## src/rtl/sr_ff_bank.sv

```systemverilog
// rtl/sr_ff_bank.sv - multi-mode flip-flop bank (SR/JK/D/T) with illegal-input monitor
//
// Purpose:
//   WIDTH independent flip-flop channels sharing one clock. Each channel's
//   next state depends on the mode selected on that edge: SR, JK, D or T.
//   A parallel load takes priority over the mode logic. A monitor flags
//   SR-mode cycles in which any channel sees S=R=1. It keeps a per-cycle
//   flag, a saturating event counter and a sticky error bit.
//
// Ports:
//   clk          rising-edge clock
//   rst_n        synchronous reset, active-low
//   en           update enable; 0 holds every channel
//   mode         00 SR, 01 JK, 10 D, 11 T
//   a            S / J / D / T per channel
//   b            R / K per channel (ignored in D and T modes)
//   load         parallel load, overrides en and mode
//   load_val     value written into q on load
//   clr_err      clears illegal_cnt and err_sticky
//   q            registered state
//   qbar         ~q
//   illegal      high for the cycle after an S=R=1 update
//   illegal_cnt  saturating count of illegal cycles
//   err_sticky   set by any illegal cycle, held until clr_err

module sr_ff_bank #(
    parameter int   WIDTH     = 4,
    parameter int   CNT_W     = 8,
    parameter int   SR_POLICY = 0,
    parameter logic RST_VAL   = 1'b0
) (
    input  logic             clk,
    input  logic             rst_n,
    input  logic             en,
    input  logic [1:0]       mode,
    input  logic [WIDTH-1:0] a,
    input  logic [WIDTH-1:0] b,
    input  logic             load,
    input  logic [WIDTH-1:0] load_val,
    input  logic             clr_err,
    output logic [WIDTH-1:0] q,
    output logic [WIDTH-1:0] qbar,
    output logic             illegal,
    output logic [CNT_W-1:0] illegal_cnt,
    output logic             err_sticky
);

    localparam logic [1:0] MODE_SR = 2'b00;
    localparam logic [1:0] MODE_JK = 2'b01;
    localparam logic [1:0] MODE_D  = 2'b10;
    localparam logic [1:0] MODE_T  = 2'b11;

    localparam logic [CNT_W-1:0] CNT_MAX = {CNT_W{1'b1}};
    localparam logic [CNT_W-1:0] CNT_ONE = CNT_W'(1);

    logic [WIDTH-1:0] set_m;
    logic [WIDTH-1:0] rst_m;
    logic [WIDTH-1:0] both_m;
    logic [WIDTH-1:0] hold_m;
    logic [WIDTH-1:0] sr_both;
    logic [WIDTH-1:0] q_mode;
    logic [WIDTH-1:0] q_next;
    logic             illegal_ev;

    // Per-channel input classification shared by SR and JK.
    assign set_m  = a & ~b;
    assign rst_m  = ~a & b;
    assign both_m = a & b;
    assign hold_m = q & ~(a | b);

    // Resolution of S=R=1 in SR mode, fixed at elaboration time.
    always_comb begin
        sr_both = '0;
        if (SR_POLICY == 1) begin
            sr_both = both_m;
        end else if (SR_POLICY == 2) begin
            sr_both = '0;
        end else begin
            sr_both = both_m & q;
        end
    end

    always_comb begin
        q_mode = q;
        case (mode)
            MODE_SR: q_mode = set_m | hold_m | sr_both;
            MODE_JK: q_mode = set_m | hold_m | (both_m & ~q);
            MODE_D:  q_mode = a;
            MODE_T:  q_mode = q ^ a;
            default: q_mode = q;
        endcase
    end

    always_comb begin
        q_next = q;
        if (load) begin
            q_next = load_val;
        end else if (en) begin
            q_next = q_mode;
        end
    end

    // One event per cycle no matter how many channels see S=R=1.
    assign illegal_ev = en && !load && (mode == MODE_SR) && (|both_m);

    always_ff @(posedge clk) begin
        if (!rst_n) begin
            q <= {WIDTH{RST_VAL}};
        end else begin
            q <= q_next;
        end
    end

    always_ff @(posedge clk) begin
        if (!rst_n) begin
            illegal     <= 1'b0;
            illegal_cnt <= '0;
            err_sticky  <= 1'b0;
        end else begin
            illegal <= illegal_ev;
            // A clear on the same edge as a new event keeps that event.
            if (clr_err) begin
                illegal_cnt <= illegal_ev ? CNT_ONE : '0;
                err_sticky  <= illegal_ev;
            end else begin
                if (illegal_ev && (illegal_cnt != CNT_MAX)) begin
                    illegal_cnt <= illegal_cnt + CNT_ONE;
                end
                err_sticky <= err_sticky | illegal_ev;
            end
        end
    end

    assign qbar = ~q;

endmodule

```

## config.mk

```make
export PLATFORM = sky130hd
export DESIGN_NAME = sr_ff_bank
export DESIGN_NICKNAME = d
export VERILOG_FILES = /design/src/rtl/sr_ff_bank.sv
export SDC_FILE = /design/constraint.sdc
export NUM_CORES = 1
export LEC_CHECK = 0
export ABC_AREA = 1
export CAP_MARGIN = 30
export CORE_ASPECT_RATIO = 1.4
export CORE_UTILIZATION = 35
export DETAILED_ROUTE_END_ITERATION = 8
export DONT_BUFFER_PORTS = 1
export GPL_ROUTABILITY_DRIVEN = 0
export PLACE_DENSITY = 0.52
export SKIP_LAST_GASP = 1
export SYNTH_ARGS = -nofsm -noshare
export SYNTH_HDL_FRONTEND = slang
export SYNTH_SLANG_ARGS = --single-unit
```

## constraint.sdc

```tcl
create_clock -name clk -period 1.1 [get_ports clk]
set_input_delay 0.055 -clock clk [delete_from_list [all_inputs] [get_ports clk]]
set_output_delay 0.055 -clock clk [all_outputs]
set_load 0.01 [all_outputs]
```

==> impl_results.html, run 1 <==
<table>
<tr><th>Metric</th><th>Value</th></tr>
<tr><th colspan="2">Outcome</th></tr>
<tr><td>Outcome</td><td>complete, but fails checks</td></tr>
<tr><td>Violations in the final reports</td><td>setup timing</td></tr>
<tr><th colspan="2">Die</th></tr>
<tr><td>Floorplan core area</td><td>around 2700 µm²</td></tr>
<tr><td>Row count</td><td>22</td></tr>
<tr><td>Initial Util</td><td>0.374</td></tr>
<tr><td>Count of pins on the block boundary</td><td>37</td></tr>
<tr><td>Height of the die</td><td>between 60 and 70 µm</td></tr>
<tr><td>Die Footprint</td><td>3080 µm²</td></tr>
<tr><td>Die width</td><td>about 47 µm</td></tr>
<tr><th colspan="2">Timing</th></tr>
<tr><td>Worst hold slack</td><td>between 0.002 and 0.003 ns</td></tr>
<tr><td>Share of the cycle needed by the critical path after routing</td><td>1.08</td></tr>
<tr><td>Setup TNS</td><td>-0.370 ns</td></tr>
<tr><td>F_max</td><td>842 MHz</td></tr>
<tr><td>Max Slew Vio Count</td><td>0</td></tr>
<tr><td>Unrepaired setup endpoints after global routing</td><td>yes</td></tr>
<tr><td>Transition time of the tightest slew-check pin</td><td>about 0.32 ns</td></tr>
<tr><td>Final Hold Fails</td><td>0</td></tr>
<tr><td>Final count of negative-setup-slack endpoints</td><td>6</td></tr>
<tr><td>Rel. slew slack</td><td>0.786</td></tr>
<tr><td>Worst clock skew</td><td>~0.0011 ns</td></tr>
<tr><td>Min cycle time layout</td><td>about 1.2 ns</td></tr>
<tr><td>Final worst slack</td><td>-0.0877 ns</td></tr>
<tr><th colspan="2">Placed design</th></tr>
<tr><td>Number of buffer cells added on primary ports</td><td>0</td></tr>
<tr><td>Detailed placer's ending HPWL</td><td>about 2200 µm</td></tr>
<tr><td>Pre-CTS setup slack</td><td>-0.0854 ns</td></tr>
<tr><td>Post-placement cell area</td><td>roughly 1200 µm²</td></tr>
<tr><th colspan="2">Global route</th></tr>
<tr><td>Antenna violations before repair</td><td>0</td></tr>
<tr><td>Number of global-route vias before repair</td><td>roughly 1,200</td></tr>
<tr><td>Maximum number of pins on one net before global-route repair</td><td>9</td></tr>
<tr><td>Global-route total usage across every layer</td><td>0.204</td></tr>
<tr><td>Total congestion overflow</td><td>0</td></tr>
<tr><td>First-pass GRT wire length</td><td>4640 µm</td></tr>
<tr><th colspan="2">Setup path</th></tr>
<tr><td>Endpoint required time on the critical path</td><td>about 1.3 ns</td></tr>
<tr><td>Critical path launch point type</td><td>register</td></tr>
<tr><td>Category of the most critical setup path</td><td>register to register</td></tr>
<tr><td>Kind of end point of the critical path</td><td>register</td></tr>
<tr><td>Crit path max fanout</td><td>8</td></tr>
<tr><td>Arrival time at the worst endpoint</td><td>approximately 1.4 ns</td></tr>
<tr><td>Register-to-Register Setup Slack</td><td>-0.09 ns</td></tr>
<tr><td>R2R depth</td><td>8</td></tr>
<tr><th colspan="2">Clock network</th></tr>
<tr><td>Clk Latency, worst-skew pair</td><td>0.28 ns</td></tr>
<tr><td>Count of H-tree levels built during CTS</td><td>1</td></tr>
<tr><td>CTS tree</td><td>built</td></tr>
<tr><td>Maximum buffer depth of the clock tree</td><td>2</td></tr>
<tr><td>Clock transition at the registers of the reported paths</td><td>~0.090 ns</td></tr>
<tr><td>TritonCTS buffer count</td><td>3</td></tr>
<tr><td>Library cell used as clock root buffer</td><td>sky130_fd_sc_hd__clkbuf_4</td></tr>
<tr><td>Clock sink count</td><td>14</td></tr>
<tr><th colspan="2">Synth</th></tr>
<tr><td>Synthesized cell area</td><td>1000 µm²</td></tr>
<tr><td>Post-synth EDFFs</td><td>0</td></tr>
<tr><td>Number of synthesis warnings</td><td>0</td></tr>
<tr><td>Ys flop type</td><td>sky130_fd_sc_hd__dfxtp_1</td></tr>
<tr><td>Cells after Synth</td><td>between 150 and 200</td></tr>
<tr><td>Cell types occupying the most area after synthesis</td><td>sky130_fd_sc_hd__dfxtp_1, sky130_fd_sc_hd__nand2_1, sky130_fd_sc_hd__inv_1</td></tr>
<tr><td>Sequential cell area fraction in the yosys report</td><td>0.280</td></tr>
<tr><td>Synth Net Count</td><td>~170</td></tr>
<tr><td>Commonest cells in the synthesized netlist</td><td>sky130_fd_sc_hd__nand2_1, sky130_fd_sc_hd__inv_1, sky130_fd_sc_hd__nor2_1, sky130_fd_sc_hd__dfxtp_1</td></tr>
<tr><td>Most frequently used cell type in the post-synthesis netlist</td><td>sky130_fd_sc_hd__nand2_1</td></tr>
<tr><td>Proportion of synthesized flip-flops having asynchronous set or reset</td><td>0</td></tr>
<tr><td>Area share of the leading cell type in the synthesized netlist</td><td>0.280</td></tr>
<tr><td>Number of unique standard cell types used by synthesis</td><td>24</td></tr>
<tr><td>Per-instance average area after synthesis</td><td>approximately 6.5 µm²</td></tr>
<tr><td>Cell accounting for the most synthesized area</td><td>sky130_fd_sc_hd__dfxtp_1</td></tr>
<tr><td>FF+latch count, synth</td><td>14</td></tr>
<tr><th colspan="2">Route</th></tr>
<tr><td>Via-to-Cell Ratio</td><td>4.96</td></tr>
<tr><td>Vias after detailed routing</td><td>~1,100</td></tr>
<tr><td>DRT antenna net count</td><td>0</td></tr>
<tr><td>Detailed-routing iteration count for the pre-antenna-repair pass</td><td>4</td></tr>
<tr><td>Iteration-0 DRC count of the detailed router</td><td>13</td></tr>
<tr><td>Routed len/inst</td><td>around 12 µm</td></tr>
<tr><td>Total wire length after detailed routing</td><td>approximately 2700 µm</td></tr>
<tr><td>Count of unresolved DRC violations after routing</td><td>0</td></tr>
<tr><th colspan="2">Pwr</th></tr>
<tr><td>Highest ir drop seen on vdd</td><td>0.420 mV</td></tr>
<tr><td>Power per cell area</td><td>roughly 830 nW/µm²</td></tr>
<tr><td>LEAKAGE</td><td>roughly 0.00063 µW</td></tr>
<tr><th colspan="2">Final layout</th></tr>
<tr><td>Final design area excluding fillers</td><td>approximately 1400 µm²</td></tr>
<tr><td>Area growth from synthesis to layout</td><td>36.5%</td></tr>
<tr><td>Post-Route Utilization</td><td>0.511</td></tr>
<tr><td>Ratio of cells with drive above 1 in the final layout</td><td>0.326</td></tr>
<tr><td>Fill cell instance count of the final layout</td><td>285</td></tr>
<tr><td>Antenna diode count</td><td>0</td></tr>
<tr><td>Number of nets in the finished design</td><td>approximately 210</td></tr>
<tr><th colspan="2">Run</th></tr>
<tr><td># Max-Cap Violations</td><td>0</td></tr>
<tr><th colspan="2">Hold path</th></tr>
<tr><td>Hold crit path type</td><td>input port to register</td></tr>
<tr><td>WHS Path Cells</td><td>2</td></tr>
</table>
flip-flops by register name, summed over array words and instances, names as in the netlist:
name / flops
illegal_cnt: 8
q: 4
illegal: 1
err_sticky: 1
cell usage in the layout (no fill, tap or decap), types with 5 or more instances in the layout:
cell / Yosys / final
sky130_fd_sc_hd__xor2_1: 5 / 5
sky130_fd_sc_hd__nand3_1: 12 / 12
sky130_fd_sc_hd__nand2_1: 46 / 43
sky130_fd_sc_hd__inv_2: 4 / 5
sky130_fd_sc_hd__inv_1: 17 / 16
sky130_fd_sc_hd__nand2_4: 3 / 5
sky130_fd_sc_hd__nor2_1: 15 / 13
sky130_fd_sc_hd__buf_4: 0 / 23
sky130_fd_sc_hd__dfxtp_2: 0 / 6
sky130_fd_sc_hd__a21oi_1: 12 / 10
sky130_fd_sc_hd__dfxtp_1: 14 / 5
per-stage QoR:
step / cells / total power [µW]
after floorplan: 153 / 678
after global placement: 209 / 741
after detailed placement: 209 / 747
after CTS: 218 / 1130
after global routing: 220 / 1200
final: 220 / 1130
worst max-delay path: stages (launching register included):
cell and delay, ns:
sky130_fd_sc_hd__dfxtp_4 0.37, sky130_fd_sc_hd__ha_4 0.17, sky130_fd_sc_hd__nand2_4 0.08, sky130_fd_sc_hd__nor2_4 0.04, sky130_fd_sc_hd__nand2_4 0.07, sky130_fd_sc_hd__nand3_4 0.11, sky130_fd_sc_hd__nand2_4 0.11, sky130_fd_sc_hd__nand2_1 0.06
sky130_fd_sc_hd__a21oi_2 0.11
kinds of logic (layout without fill, tap and decap cells):
family / Yosys count / in the layout / synth area share
AOI/OAI and AO/OA: 25 / 25 / 0.150
xor gates and xnor gates: 5 / 5 / 0.0438
adders and majority gates: 1 / 1 / 0.0125
buffers and inverters: 21 / 52 / 0.0788
DFF: 14 / 14 / 0.280
and+or+nand+nor: 87 / 87 / 0.434
power by group:
group	total, µW	leakage, µW	internal, µW	switching [µW]
sequential	533	0.000118	515	17.8
clock	372	0.0000210	201	171
combinational	223	0.000488	99.4	123
total	1130	0.000628	816	312
final timing paths:
path	start	to
min	load	q[1]
max	illegal_cnt[1]	illegal_cnt[4]
max reg2reg	illegal_cnt[1]	illegal_cnt[4]
min reg2reg	err_sticky	err_sticky
metal layers:
layer / vias to the layer above / routed length, µm / global-route usage / share of wire
met3: 4 / 106 / 0.0247 / 0.039
met2: 38 / 1620 / 0.403 / 0.59
met4: 0 / 35 / 0.0750 / 0.013
met1: 499 / 970 / 0.197 / 0.35
met5: - / 0 / 0 / 0
li1: 551 / - / - / -
area by class of cell:
type | count | area, µm² | area share
Clock buffer | 4 | 36.3 | 0.0266
Inverter | 21 | 78.8 | 0.0577
Multi-Input combinational cell | 118 | 693 | 0.508
Sequential cell | 14 | 299 | 0.219
Tap cell | 36 | 45.0 | 0.0330
Timing Repair Buffer | 27 | 213 | 0.156
timing repair:
item / in CTS / in global routing
pin swaps: 3 / 4
setup buffers: 2 / 1
endpoints found under the setup margin: 8 / 12
endpoints found under the hold margin: 10 / 4
gates resized for setup: 2 / 12
hold buffers: 3 / 1
Note: power is estimated with default switching activity, not from simulation.
==> run 2: changes to the inputs <==
--- a/config.mk
+++ b/config.mk
@@ -5,7 +5,6 @@
 export SDC_FILE = /design/constraint.sdc
 export NUM_CORES = 1
 export LEC_CHECK = 0
-export ABC_AREA = 1
 export CAP_MARGIN = 30
 export CORE_ASPECT_RATIO = 1.4
 export CORE_UTILIZATION = 35
==> impl_results.html, run 2 <==
<table>
<tr><th>Metric</th><th>Value</th></tr>
<tr><th colspan="2">Setup path</th></tr>
<tr><td>Worst setup path startpoint</td><td>illegal_cnt[1]</td></tr>
<tr><td>Cell Chain, Critical Path</td><td>ha_4 -&gt; nand4_1 -&gt; nor2_4 -&gt; or4_1 -&gt; a21oi_1</td></tr>
<tr><td>Buffers &amp; Inverters on Critical Path</td><td>0</td></tr>
<tr><td>Crit path max fanout</td><td>6</td></tr>
<tr><td>Kind of end point of the critical path</td><td>register</td></tr>
<tr><td>Arrival time at the worst endpoint</td><td>approximately 1.6 ns</td></tr>
<tr><td>Endpoint required time on the critical path</td><td>about 1.3 ns</td></tr>
<tr><td>Largest stage delay on the critical path</td><td>0.41 ns</td></tr>
<tr><td>Category of the most critical setup path</td><td>register to register</td></tr>
<tr><td>Worst r2r src</td><td>illegal_cnt[1]</td></tr>
<tr><td>Critical path launch point type</td><td>register</td></tr>
<tr><td>Kind of cell adding the most delay to the critical path</td><td>simple AND/OR/NAND/NOR gates</td></tr>
<tr><td>Cell type of the slowest stage on the worst timing path</td><td>sky130_fd_sc_hd__or4_1</td></tr>
<tr><th colspan="2">Die</th></tr>
<tr><td>Floorplan core area</td><td>approximately 2400 µm²</td></tr>
<tr><td>Die width</td><td>45.0 µm</td></tr>
<tr><td>Height of the die</td><td>slightly above 60 µm</td></tr>
<tr><td>Die Footprint</td><td>~2800 µm²</td></tr>
<tr><td>Initial Util</td><td>0.374</td></tr>
<tr><td>Row count</td><td>21</td></tr>
<tr><td>Count of pins on the block boundary</td><td>37</td></tr>
<tr><th colspan="2">Clock network</th></tr>
<tr><td>Count of H-tree levels built during CTS</td><td>1</td></tr>
<tr><td>Clock sink count</td><td>14</td></tr>
<tr><td>Maximum buffer depth of the clock tree</td><td>2</td></tr>
<tr><td>Library cell used as clock root buffer</td><td>sky130_fd_sc_hd__clkbuf_4</td></tr>
<tr><td>Clock transition at the registers of the reported paths</td><td>about 0.080 ns</td></tr>
<tr><td>TritonCTS buffer count</td><td>3</td></tr>
<tr><td>Clk Latency, worst-skew pair</td><td>about 0.27 ns</td></tr>
<tr><td>CTS tree</td><td>built</td></tr>
<tr><td>Number of hold buffers added after cts</td><td>5</td></tr>
<tr><th colspan="2">Placed design</th></tr>
<tr><td>Post-placement cell area</td><td>roughly 1200 µm²</td></tr>
<tr><td>Number of buffer cells added on primary ports</td><td>0</td></tr>
<tr><td>Detailed placer's ending HPWL</td><td>1910 µm</td></tr>
<tr><th colspan="2">Global route</th></tr>
<tr><td>Antenna violations before repair</td><td>0</td></tr>
<tr><td>First-pass GRT wire length</td><td>~4500 µm</td></tr>
<tr><td>Total congestion overflow</td><td>0</td></tr>
<tr><td>Number of global-route vias before repair</td><td>~1,100</td></tr>
<tr><td>Maximum number of pins on one net before global-route repair</td><td>14</td></tr>
<tr><td>Global-route total usage across every layer</td><td>0.206</td></tr>
<tr><th colspan="2">Route</th></tr>
<tr><td>DRT antenna net count</td><td>0</td></tr>
<tr><td>Total wire length after detailed routing</td><td>about 2700 µm</td></tr>
<tr><td>Detailed-routing iteration count for the pre-antenna-repair pass</td><td>4</td></tr>
<tr><td>Count of unresolved DRC violations after routing</td><td>0</td></tr>
<tr><td>Vias after detailed routing</td><td>1,026</td></tr>
<tr><td>Via-to-Cell Ratio</td><td>around 5.5</td></tr>
<tr><td>Routed len/inst</td><td>approximately 14 µm</td></tr>
<tr><td>Iteration-0 DRC count of the detailed router</td><td>24</td></tr>
<tr><th colspan="2">Timing</th></tr>
<tr><td>Final worst slack</td><td>-0.247 ns</td></tr>
<tr><td>Final count of negative-setup-slack endpoints</td><td>8</td></tr>
<tr><td>F_max</td><td>approximately 740 MHz</td></tr>
<tr><td>Setup TNS</td><td>-1.61 ns</td></tr>
<tr><td>Unrepaired setup endpoints after global routing</td><td>yes</td></tr>
<tr><td>Max Slew Vio Count</td><td>0</td></tr>
<tr><td>Rel. slew slack</td><td>0.735</td></tr>
<tr><td>Worst clock skew</td><td>around 0.0016 ns</td></tr>
<tr><td>Min cycle time layout</td><td>1.35 ns</td></tr>
<tr><td>Worst hold slack</td><td>-0.0882 ns</td></tr>
<tr><td>Final Hold Fails</td><td>7</td></tr>
<tr><td>Transition time of the tightest slew-check pin</td><td>0.397 ns</td></tr>
<tr><td>Share of the cycle needed by the critical path after routing</td><td>1.22</td></tr>
<tr><th colspan="2">Hold path</th></tr>
<tr><td>Hold crit path type</td><td>input port to register</td></tr>
<tr><td>Hold path start</td><td>rst_n</td></tr>
<tr><th colspan="2">Final layout</th></tr>
<tr><td>Max FFs per register</td><td>8</td></tr>
<tr><td>Top Registers</td><td>illegal_cnt: 8 flops, q: 4 flops</td></tr>
<tr><td>Antenna diode count</td><td>0</td></tr>
<tr><td>Area growth from synthesis to layout</td><td>48.7%</td></tr>
<tr><td>Most frequent cells in the layout</td><td>sky130_fd_sc_hd__buf_4, sky130_fd_sc_hd__nand2_1, sky130_fd_sc_hd__inv_1</td></tr>
<tr><td>Number of nets in the finished design</td><td>around 170</td></tr>
<tr><td>Register with the most flip-flops</td><td>illegal_cnt</td></tr>
<tr><td>Ratio of cells with drive above 1 in the final layout</td><td>0.377</td></tr>
<tr><td>Commonest non-fill, non-tap cell in the layout</td><td>sky130_fd_sc_hd__buf_4</td></tr>
<tr><td>Final design area excluding fillers</td><td>approximately 1300 µm²</td></tr>
<tr><td>Fill cell instance count of the final layout</td><td>between 200 and 250</td></tr>
<tr><th colspan="2">Synth</th></tr>
<tr><td>Cell accounting for the most synthesized area</td><td>sky130_fd_sc_hd__dfxtp_1</td></tr>
<tr><td>Proportion of synthesized flip-flops having asynchronous set or reset</td><td>0</td></tr>
<tr><td>Cells after Synth</td><td>around 120</td></tr>
<tr><td>Ys flop type</td><td>sky130_fd_sc_hd__dfxtp_1</td></tr>
<tr><td>FF+latch count, synth</td><td>14</td></tr>
<tr><td>Most frequently used cell type in the post-synthesis netlist</td><td>sky130_fd_sc_hd__dfxtp_1</td></tr>
<tr><td>Synth Net Count</td><td>roughly 140</td></tr>
<tr><td>Per-instance average area after synthesis</td><td>7.80 µm²</td></tr>
<tr><td>Sequential cell area fraction in the yosys report</td><td>0.310</td></tr>
<tr><td>Number of synthesis warnings</td><td>0</td></tr>
<tr><td>Post-synth EDFFs</td><td>0</td></tr>
<tr><td>Commonest cells in the synthesized netlist</td><td>sky130_fd_sc_hd__dfxtp_1, sky130_fd_sc_hd__inv_1, sky130_fd_sc_hd__nand2_1, sky130_fd_sc_hd__o21ai_0, sky130_fd_sc_hd__nand3_1</td></tr>
<tr><td>Cell types occupying the most area after synthesis</td><td>sky130_fd_sc_hd__dfxtp_1, sky130_fd_sc_hd__o21ai_0, sky130_fd_sc_hd__nand3_1</td></tr>
<tr><td>Area share of the leading cell type in the synthesized netlist</td><td>0.310</td></tr>
<tr><td>Synthesized cell area</td><td>905 µm²</td></tr>
<tr><td>Number of unique standard cell types used by synthesis</td><td>34</td></tr>
<tr><th colspan="2">Outcome</th></tr>
<tr><td>Outcome</td><td>complete, but fails checks</td></tr>
<tr><td>Violations in the final reports</td><td>hold timing, setup timing</td></tr>
<tr><th colspan="2">Pwr</th></tr>
<tr><td>Power per cell area</td><td>about 750 nW/µm²</td></tr>
<tr><td>Highest ir drop seen on vdd</td><td>0.493 mV</td></tr>
<tr><td>LEAKAGE</td><td>just over 0.0005 µW</td></tr>
<tr><th colspan="2">Run</th></tr>
<tr><td># Max-Cap Violations</td><td>0</td></tr>
</table>
[run 2: path summary, 6_finish.rpt]
check | to | slack, ns | depth (start not counted)
setup / recovery | illegal_cnt[3] | -0.25 | 5
hold / removal | illegal | -0.09 | 2
setup reg to reg | illegal_cnt[3] | -0.25 | 5
hold reg to reg | err_sticky | 0.50 | 2
[run 2: stage by stage]
| step | hold WS (ns) | power [µW] | setup WS, ns | utilization | cells |
|---|---|---|---|---|---|
| 2_1_floorplan | 0.187 | 663 | -0.207 | - | 116 |
| 3_3_place_gp | 0.195 | 689 | -0.200 | 0.483 | 172 |
| 3_5_place_dp | 0.200 | 691 | -0.225 | 0.483 | 172 |
| 4_1_cts | -0.0979 | 1020 | -0.233 | 0.536 | 185 |
| 5_1_grt | -0.0778 | 1080 | -0.311 | 0.556 | 185 |
| 6_report | -0.0882 | 1010 | -0.247 | 0.556 | 185 |
[run 2: power breakdown]
part           internal, µW  switching (µW)
sequential              510            14.7
clock                   140             160
combinational          95.1            89.2
total                   746             264
[run 2: cell families (layout without fill, tap and decap cells)]
logic type      count (synthesis)  count (layout)  share of synthesized area
mux                             1               1                     0.0111
compound gates                 39              39                      0.297
fa+ha+maj                       1               1                     0.0138
buf+inv                        14              49                     0.0747
simple gates                   47              47                      0.293
flops                          14              14                      0.310
[run 2: what timing repair did]
action	CTS	global route
setup buffers	5	1
setup endpoints to repair	9	11
endpoints found under the hold margin	8	7
gates resized for setup	7	12
pin swaps	7	13
[run 2: metal layers]
metal,global-route usage,share of wire
met4,0.0644,0.0052
met3,0.0320,0.031
met1,0.223,0.39
met2,0.380,0.57
met5,0,0
[run 2: area by class of cell]
cell class | count | area (µm²) | area share
repair buffers | 35 | 283 | 0.210
clock buffers | 4 | 26.3 | 0.0195
well taps | 34 | 42.5 | 0.0316
multi-input cells | 88 | 651 | 0.484
flip-flops and latches | 14 | 305 | 0.227
inverters | 10 | 37.5 | 0.0279
